File: src/rtl/ann_loss_scheduler_pkg.sv
// Shared definitions for the loss scheduler: FSM state encoding and default sizing constants.
package ann_loss_scheduler_pkg;

    typedef enum logic [2:0] {
        StIdle   = 3'd0,
        StFetch  = 3'd1,
        StIssue  = 3'd2,
        StWait   = 3'd3,
        StWrite  = 3'd4,
        StFinish = 3'd5,
        StError  = 3'd6
    } state_e;

    localparam int unsigned DefDataWidth = 32;
    localparam int unsigned DefBatchSize = 8;
    localparam int unsigned DefIdxWidth  = 3;
    localparam int unsigned DefTimeout   = 32;

    function automatic logic state_is_busy(input state_e s);
        return (s == StFetch) || (s == StIssue) || (s == StWait) ||
               (s == StWrite) || (s == StFinish);
    endfunction

endpackage

File: src/rtl/ann_loss_scheduler.sv
// Sequences a batch of transitions through an external loss unit one at a time and writes
// each returned target value into the target buffer at the transition's batch index.
module ann_loss_scheduler
    import ann_loss_scheduler_pkg::*;
#(
    parameter int unsigned DATA_WIDTH = DefDataWidth,
    parameter int unsigned BATCH_SIZE = DefBatchSize,
    parameter int unsigned IDX_WIDTH  = DefIdxWidth,
    parameter int unsigned TIMEOUT    = DefTimeout
) (
    input  logic                  clk,
    input  logic                  rst_n,
    input  logic                  i_start,
    input  logic                  i_trans_valid,
    output logic                  o_trans_ready,
    input  logic [DATA_WIDTH-1:0] i_reward,
    input  logic                  i_done,
    input  logic [DATA_WIDTH-1:0] i_q_max,
    output logic                  o_q_max_valid,
    output logic [DATA_WIDTH-1:0] o_q_max,
    output logic                  o_reward_valid,
    output logic [DATA_WIDTH-1:0] o_reward,
    output logic                  o_done,
    input  logic                  i_loss_value_valid,
    input  logic [DATA_WIDTH-1:0] i_loss_value,
    output logic                  o_tgt_wr_en,
    output logic [IDX_WIDTH-1:0]  o_tgt_wr_addr,
    output logic [DATA_WIDTH-1:0] o_tgt_wr_data,
    output logic                  o_busy,
    output logic                  o_batch_done,
    output logic                  o_error
);

    localparam int unsigned CntWidth = (TIMEOUT > 1) ? $clog2(TIMEOUT) : 1;
    localparam logic [CntWidth-1:0]  CntLast = CntWidth'(TIMEOUT - 1);
    localparam logic [IDX_WIDTH-1:0] IdxLast = IDX_WIDTH'(BATCH_SIZE - 1);

    state_e                state_q, state_d;
    logic [IDX_WIDTH-1:0]  idx_q, idx_d;
    logic [CntWidth-1:0]   cnt_q, cnt_d;
    logic [DATA_WIDTH-1:0] reward_q, reward_d;
    logic [DATA_WIDTH-1:0] q_max_q, q_max_d;
    logic                  done_q, done_d;
    logic [DATA_WIDTH-1:0] loss_q, loss_d;

    logic handshake;

    assign handshake = (state_q == StFetch) && i_trans_valid;

    // State register
    always_ff @(posedge clk) begin
        if (!rst_n) begin
            state_q <= StIdle;
        end else begin
            state_q <= state_d;
        end
    end

    always_ff @(posedge clk) begin
        if (!rst_n) begin
            idx_q    <= '0;
            cnt_q    <= '0;
            reward_q <= '0;
            q_max_q  <= '0;
            done_q   <= 1'b0;
            loss_q   <= '0;
        end else begin
            idx_q    <= idx_d;
            cnt_q    <= cnt_d;
            reward_q <= reward_d;
            q_max_q  <= q_max_d;
            done_q   <= done_d;
            loss_q   <= loss_d;
        end
    end

    // Next-state logic
    always_comb begin
        state_d = state_q;
        unique case (state_q)
            StIdle: begin
                if (i_start) begin
                    state_d = StFetch;
                end
            end
            StFetch: begin
                if (handshake) begin
                    state_d = StIssue;
                end
            end
            StIssue: begin
                state_d = StWait;
            end
            StWait: begin
                // A result arriving on the last allowed cycle still counts.
                if (i_loss_value_valid) begin
                    state_d = StWrite;
                end else if (cnt_q == CntLast) begin
                    state_d = StError;
                end
            end
            StWrite: begin
                state_d = (idx_q == IdxLast) ? StFinish : StFetch;
            end
            StFinish: begin
                state_d = StIdle;
            end
            StError: begin
                state_d = StError;
            end
            default: begin
                state_d = StIdle;
            end
        endcase
    end

    always_comb begin
        idx_d    = idx_q;
        cnt_d    = cnt_q;
        reward_d = reward_q;
        q_max_d  = q_max_q;
        done_d   = done_q;
        loss_d   = loss_q;
        unique case (state_q)
            StIdle: begin
                if (i_start) begin
                    idx_d = '0;
                end
            end
            StFetch: begin
                if (handshake) begin
                    reward_d = i_reward;
                    q_max_d  = i_q_max;
                    done_d   = i_done;
                end
            end
            StIssue: begin
                cnt_d = '0;
            end
            StWait: begin
                if (i_loss_value_valid) begin
                    loss_d = i_loss_value;
                end else if (cnt_q != CntLast) begin
                    cnt_d = cnt_q + 1'b1;
                end
            end
            StWrite: begin
                if (idx_q != IdxLast) begin
                    idx_d = idx_q + 1'b1;
                end
            end
            default: begin
            end
        endcase
    end

    // Output logic: data buses are gated so they read zero outside their strobe cycles.
    always_comb begin
        o_trans_ready  = 1'b0;
        o_q_max_valid  = 1'b0;
        o_reward_valid = 1'b0;
        o_q_max        = '0;
        o_reward       = '0;
        o_done         = 1'b0;
        o_tgt_wr_en    = 1'b0;
        o_tgt_wr_addr  = '0;
        o_tgt_wr_data  = '0;
        o_batch_done   = 1'b0;
        o_error        = 1'b0;
        o_busy         = state_is_busy(state_q);
        unique case (state_q)
            StFetch: begin
                o_trans_ready = i_trans_valid;
            end
            StIssue: begin
                o_q_max_valid  = 1'b1;
                o_reward_valid = 1'b1;
                o_q_max        = q_max_q;
                o_reward       = reward_q;
                o_done         = done_q;
            end
            StWrite: begin
                o_tgt_wr_en   = 1'b1;
                o_tgt_wr_addr = idx_q;
                o_tgt_wr_data = loss_q;
            end
            StFinish: begin
                o_batch_done = 1'b1;
            end
            StError: begin
                o_error = 1'b1;
            end
            default: begin
            end
        endcase
    end

endmodule

File: config.mk
export PLATFORM = sky130hd
export DESIGN_NAME = ann_loss_scheduler
export DESIGN_NICKNAME = d
export VERILOG_FILES = /design/src/rtl/ann_loss_scheduler_pkg.sv /design/src/rtl/ann_loss_scheduler.sv
export SDC_FILE = /design/constraint.sdc
export NUM_CORES = 1
export LEC_CHECK = 0
export CORE_UTILIZATION = 38
export CTS_CLUSTER_DIAMETER = 120
export CTS_CLUSTER_SIZE = 30
export DETAILED_ROUTE_END_ITERATION = 10
export PLACE_DENSITY = 0.83
export SKIP_LAST_GASP = 1
export SYNTH_ARGS = -nofsm -noshare
export SYNTH_HDL_FRONTEND = slang
export SYNTH_SLANG_ARGS = --single-unit
export TNS_END_PERCENT = 20
File: constraint.sdc
create_clock -name clk -period 1.6 [get_ports clk]
set_input_delay 0.32 -clock clk [delete_from_list [all_inputs] [get_ports clk]]
set_output_delay 0.32 -clock clk [all_outputs]
set_load 0.005 [all_outputs]
==> metrics, run 1 <==
setup repair after global routing missed its margin yes; PwrDens 787 mW/mm^2; Final Hold Viols 0; Total GRT Usage 0.194; cts bufs inserted 9; Hold Path Stages 3; post-synthesis register bit count 108; Peak supply drop 790 uV; top cell type's share of synthesized area 0.448; CTS tree done; combinational share of power 0.176; vias per cell 4.84; syn_nets 723; core box area 0.0122 mm^2; Most used DFF post-synth dfxtp_1; # setup viols final 177; largest net degree at the start of global routing 66; DRC 0; Slew @ Worst Pin 0.701 ns; WP depth 7; Fin Clk Skew 0.00257 ns; critical path type flip-flop to output port; failing checks setup timing; initial antenna violation count 0; Synth cell types 43; First DRT Iteration DRCs 261; WP data arrival 1.67 ns; DRT antenna net count 0; clk_lat worst skew 0.34 ns; CP Capture Type output port; part of the power in registers 0.446; cell area after layout 0.00818 mm^2; CP Launch Type flip-flop; io pins 209; period utilization 1.24; Tot Pwr 6.44 mW; cell row count 40; P_leak 4.32 nW; Max Freq 503 MHz; Wirelength per Cell 14.8 um; Die W 115 um; routed vias 4906; status finished with violations; Fillers 967; worst slack at placement -0.301 ns; vias in the first global route 4187; clk buf depth 2; Min Clock Period, post-route 1.99 ns; switching share of total power 0.244; ys async rst share 0; Post-Synthesis Cells 617; layout cell share with drive strength beyond 1 0.188; n_diodes 0; syn_area_per_cell 7.81 um^2; Post-synth EDFFs 0; Starting Density 0.395; GPL Wtd Cong 0.753; crit-path cells nor3b_4, buf_12, buf_12, clkbuf_16, buf_6, and2_4, buf_6; synthesized area 0.00482 mm^2; worst reg2reg path depth 6; Layout Utilization 0.670; Worst Path Required 1.28 ns; top-count cell post-synth nand2_1; Synth top cells by count 166 x nand2_1, 108 x dfxtp_1, 100 x and2_1; M1 GR Usage 0.232; max-cap viol count 0; setup TNS -37.78 ns; Hold Path Origin rst_n; htree depth 3; Seq/Total Area, Yosys 0.448; Die Height 115 um; Port Buf Inserts 208; Crit Path Max Fanout 6; Root Driver clkbuf_16; launching point of the worst reg2reg path state_q[1]$_SDFFE_PN0P_; Hold Crit Class input pin to flip-flop; Post-Route WL 15000 um; largest cells by area after synthesis dfxtp_1 45%, and2_1 13%, nand2_1 13%; max-slew violation count 0; slowest cell delay on critical path 0.37 ns; DP HPWL 8820 um; Critical R2R Capture q_max_q[10]$_SDFFE_PN0P_; Bufs and invs on worst path 5; placed instance area 0.00710 mm^2; GR Util met3 0.0667; Nets 947; die area 0.0131 mm^2; Crit-path slowest cell dfxtp_4; Yosys top cell by area dfxtp_1; Clock power frac 0.378; busiest grt layer met2; Sw Pwr 1.57 mW; first-pass GRT wire length 20100 um; synth warn 0; Rel. slew slack 0.532; GR Overflow Total 0; met2 usage 0.325; Worst Slack Setup Final -0.390 ns; Sink Count 108; delay-heaviest family, CP buffers and inverters; R2R setup slack -0.19 ns; hold path endpoint cnt_q[3]$_SDFFE_PN0P_; Clock transition at path regs 0.07 ns; Internal 4.87 mW; Area Growth Syn to Fin 69.7%; worst setup path startpoint state_q[0]$_SDFFE_PN0P_; # hold bufs at CTS 0; DRT Pass-1 Iters 5
[flip-flops by register name, summed over array words and instances, names as in the netlist]
signal    cells
q_max_q      32
cnt_q         5
state_q       3
reward_q     32
done_q        1
loss_q       32
idx_q         3
[stage by stage]
step / hold slack [ns] / cells
4_1_cts: 0.328 / 982
5_1_grt: 0.345 / 1014
2_1_floorplan: 0.424 / 617
3_5_place_dp: 0.436 / 966
3_3_place_gp: 0.431 / 966
6_report: 0.346 / 1014
[power by group through the flow]
| stage | registers [mW] | clock network (mW) | logic [mW] |
|---|---|---|---|
| 2_1_floorplan | 2.90 | 0 | 0.455 |
| 3_3_place_gp | 2.92 | 0 | 0.882 |
| 3_5_place_dp | 2.92 | 0 | 0.894 |
| 4_1_cts | 2.86 | 2.50 | 0.898 |
| 5_1_grt | 2.88 | 2.60 | 1.22 |
| 6_report | 2.87 | 2.44 | 1.14 |
[logic make-up after synthesis]
logic type                 after synthesis  share of synthesized area
DFF                                    108                      0.448
buffers and inverters                   56                     0.0638
and+or+nand+nor                        330                      0.341
muxes                                    2                    0.00441
adders and majority gates                4                     0.0104
AOI/OAI and AO/OA                      117                      0.132
[layout by cell type, fill, tap and decap left out, types with 2 or more instances in the layout]
master	count
nand2b_1	2
clkdlybuf4s50_1	103
a21oi_1	70
nor2_1	6
clkbuf_16	15
a32o_1	2
buf_12	9
clkinv_4	2
dlymetal6s2s_1	67
ha_1	4
bufinv_16	2
and2_1	66
and2_4	34
clkbuf_2	4
o21ai_1	10
inv_2	3
buf_2	2
and3_1	2
dfxtp_2	2
nand2_1	166
nor3b_4	2
buf_4	26
nor2b_1	3
buf_8	6
buf_6	42
dfxtp_1	105
nand3_1	36
or3_1	2
o21ai_0	26
[cell type report]
| class | instances | area (um^2) | area share |
|---|---|---|---|
| Clock buffer | 11 | 243 | 0.0297 |
| Multi-Input combinational cell | 453 | 2450 | 0.299 |
| Clock inverter | 5 | 85.1 | 0.0104 |
| Sequential cell | 108 | 2170 | 0.265 |
| Inverter | 3 | 11.3 | 0.00138 |
| Tap cell | 168 | 210 | 0.0257 |
| Timing Repair Buffer | 266 | 3020 | 0.369 |
[worst max path at each step]
stage | to | slack (ns)
finish | o_q_max[21] | -0.39
global route | o_q_max[21] | -0.46
CTS | o_reward[14] | -0.68
detailed placement | q_max_q[29]$_SDFFE_PN0P_ | -0.30
global placement | o_trans_ready | -0.29
floorplan | cnt_q[2]$_SDFFE_PN0P_ | 0.003
[metal layers]
| layer | share of wire | routed length (um) |
|---|---|---|
| met5 | 0 | 0 |
| met4 | 0.011 | 170 |
| met3 | 0.075 | 1130 |
| met2 | 0.50 | 7510 |
| met1 | 0.41 | 6230 |
[worst register-to-register path, delay by kind of cell, from the launching register on]
family	cells	cell delay, ns
simple gates	2	0.36
flops	1	0.34
buf+inv	3	0.79
compound gates	1	0.22
[timing repair]
item	CTS	global route
pin swaps	0	30
gates cloned	0	7
resized for setup	2	267
endpoints found under the setup margin	178	179
endpoints found under the hold margin	0	0
buffers inserted	0	25
(Power assumes the default switching activity.)
==> run 2: changes to the inputs <==
--- a/config.mk
+++ b/config.mk
@@ -5,6 +5,7 @@
 export SDC_FILE = /design/constraint.sdc
 export NUM_CORES = 1
 export LEC_CHECK = 0
+export ABC_CLOCK_PERIOD_IN_PS = 1600
 export CORE_UTILIZATION = 38
 export CTS_CLUSTER_DIAMETER = 120
 export CTS_CLUSTER_SIZE = 30
==> results of run 2 <==
Same layout as run 1: the final DEF is identical, and so are final timing and power.
==> run 3: changes to the inputs <==
==> constraint.sdc (replaced) <==
create_clock -name clk -period 1.6 [get_ports clk]
set_input_delay 0.32 -clock clk [delete_from_list [all_inputs] [get_ports clk]]
set_output_delay 0.32 -clock clk [all_outputs]
set_load 0.01 [all_outputs]
==> run 3 against run 2 <==
The flow still finishes with violations (setup timing). Sequential share of layout area is 2.5 points higher. First-iteration DRC count is 3.8% lower. Flip-flop and latch count stayed put. Clock skew is 0.0040 ns higher. Fmax is 2.9% higher. Routed wire length is 6.5% lower. Power is 1.9% lower. Largest cell class is now multi-input gates.
==> metrics, run 3 (synthesis results as in run 1) <==
status finished with violations; failing checks setup timing; clk buf depth 2 (unchanged); routed vias 4753 (-3.1%); worst reg2reg path depth 8 (+2); Area Growth Syn to Fin 55.4%; Peak supply drop 768 uV (-2.7%); launching point of the worst reg2reg path state_q[1]$_SDFFE_PN0P_; Clock transition at path regs 0.07 ns (about the same); die area 0.0131 mm^2 (unchanged); Max Freq 517 MHz (+2.9%); Rel. slew slack 0.543 (+0.0109); DP HPWL 8830 um (about the same); largest net degree at the start of global routing 66 (unchanged); Wirelength per Cell 14.1 um (-4.9%); worst setup path startpoint state_q[0]$_SDFFE_PN0P_; area of the multi-input gates 0.00241 mm^2 (-1.6%); most common cell after layout, fill and taps aside nand2_1; Nets 930 (-1.8%); critical path type flip-flop to output port; Final Hold Viols 0 (unchanged); hold path endpoint cnt_q[3]$_SDFFE_PN0P_; worst slack at placement -0.362 ns (-0.0617 ns); DRT Pass-1 Iters 5 (unchanged); Die Height 115 um (unchanged); First DRT Iteration DRCs 251 (-3.8%); Largest regs loss_q (32), q_max_q (32), reward_q (32); Root Driver clkbuf_16; setup TNS -35.49 ns (+2.29 ns); Hold Path Stages 3 (unchanged); GR Overflow Total 0 (unchanged); vias in the first global route 4410 (+5.3%); io pins 209 (unchanged); Slew @ Worst Pin 0.685 ns (-0.0164 ns); Fin Clk Skew 0.00658 ns (+0.00402 ns); placed instance area 0.00709 mm^2 (-0.11%); Sink Count 108 (unchanged); CTS tree done; PwrDens 844 mW/mm^2 (+7.1%); CP Launch Type flip-flop; Min Clock Period, post-route 1.93 ns (-0.0566 ns); cts bufs inserted 9 (unchanged); Die W 115 um (unchanged); first-pass GRT wire length 21900 um (+8.6%); initial antenna violation count 0 (unchanged); clk_lat worst skew 0.35 ns (about the same); WP data arrival 1.61 ns (-0.06 ns); max-slew violation count 0 (unchanged); CP Capture Type output port; R2R setup slack -0.19 ns (about the same); # setup viols final 176 (-0.56%); layout cell share with drive strength beyond 1 0.223 (+0.0352); GPL Wtd Cong 0.739 (-1.9%); most frequent cells in the layout 166 x nand2_1, 105 x dfxtp_1, 100 x clkdlybuf4s50_1; max-cap viol count 0 (unchanged); cell row count 40 (unchanged); Fillers 1107 (+14%); vias per cell 4.77 (-1.5%); Critical R2R Capture reward_q[9]$_SDFFE_PN0P_; cell area after layout 0.00749 mm^2 (-8.5%); DRC 0 (unchanged); core box area 0.0122 mm^2 (unchanged); n_diodes 0 (unchanged); period utilization 1.21 (-0.0354); htree depth 3 (unchanged); Starting Density 0.395 (unchanged); Total GRT Usage 0.213 (+0.0194); Hold Crit Class input pin to flip-flop; Worst Path Required 1.28 ns (about the same); P_leak 3.05 nW (-29%); DRT antenna net count 0 (unchanged); Post-Route WL 14100 um (-6.5%); setup repair after global routing missed its margin yes; Crit Path Max Fanout 18 (+12); Port Buf Inserts 208 (unchanged); Hold Path Origin rst_n; FF+latch area 0.00217 mm^2 (+0.12%); Worst Slack Setup Final -0.333 ns (+0.0566 ns)
## run 3: cell types whose count changed in the layout (fill, tap and decap cells not counted), moves of 6 or more
| cell | previous run | this run |
|---|---|---|
| dlymetal6s2s_1 | 67 | 0 |
| buf_4 | 26 | 19 |
| and2_4 | 34 | 18 |
| dlygate4sd2_1 | 0 | 6 |
| clkdlybuf4s15_2 | 0 | 16 |
| buf_2 | 2 | 48 |
| clkbuf_2 | 4 | 13 |
| and2_1 | 66 | 82 |
| buf_6 | 42 | 26 |
## run 3: layout make-up
| class | count | share of cell area |
|---|---|---|
| Clock buffer | 11 | 0.0324 |
| Multi-Input combinational cell | 453 | 0.322 |
| Clock inverter | 5 | 0.0112 |
| Sequential cell | 108 | 0.290 |
| Tap cell | 168 | 0.0281 |
| Timing Repair Buffer | 249 | 0.315 |
| Inverter | 3 | 0.00150 |
## run 3: worst max-delay path: stages, from the launching register on
cell and delay, ns:
dfxtp_4 0.37, buf_6 0.12, nor3b_4 0.21, buf_6 0.20, and2_1 0.14, clkdlybuf4s15_2 0.22
## run 3: where the power goes
group          internal [mW]  leakage, nW  switching [mW]
logic                  0.553         2.02           0.472
registers               2.80        0.877          0.0582
clock network           1.42        0.152            1.01
## run 3: per-layer routing
metal	track usage	share of wire
met5	0	0
met4	0.0580	0.016
met3	0.0725	0.083
met2	0.375	0.48
met1	0.246	0.42
## run 3: how the worst max path moves through the flow
stage,end,cells after the start
final,o_tgt_wr_data[5],5
after global routing,o_reward[19],5
after CTS,o_tgt_wr_data[5],6
after detailed placement,reward_q[17]$_SDFFE_PN0P_,7
after global placement,reward_q[0]$_SDFFE_PN0P_,7
after floorplan,cnt_q[2]$_SDFFE_PN0P_,6
## run 3: what timing repair did
action                     CTS  global route
pin swaps                    3            12
setup buffers               12             0
setup endpoints to repair  179           180
cloned                       5             4
resized for setup          357            74
hold buffers                 0             0
## run 3: metrics by stage
| stage | total power [mW] | cells | hold slack (ns) | utilization |
|---|---|---|---|---|
| 6_report | 6.32 | 997 | 0.340 | 0.613 |
| 5_1_grt | 6.60 | 997 | 0.353 | 0.613 |
| 4_1_cts | 6.36 | 998 | 0.327 | 0.615 |
| 3_5_place_dp | 3.82 | 965 | 0.436 | 0.581 |
| 3_3_place_gp | 3.81 | 965 | 0.431 | 0.581 |
| 2_1_floorplan | 3.37 | 617 | 0.424 | - |
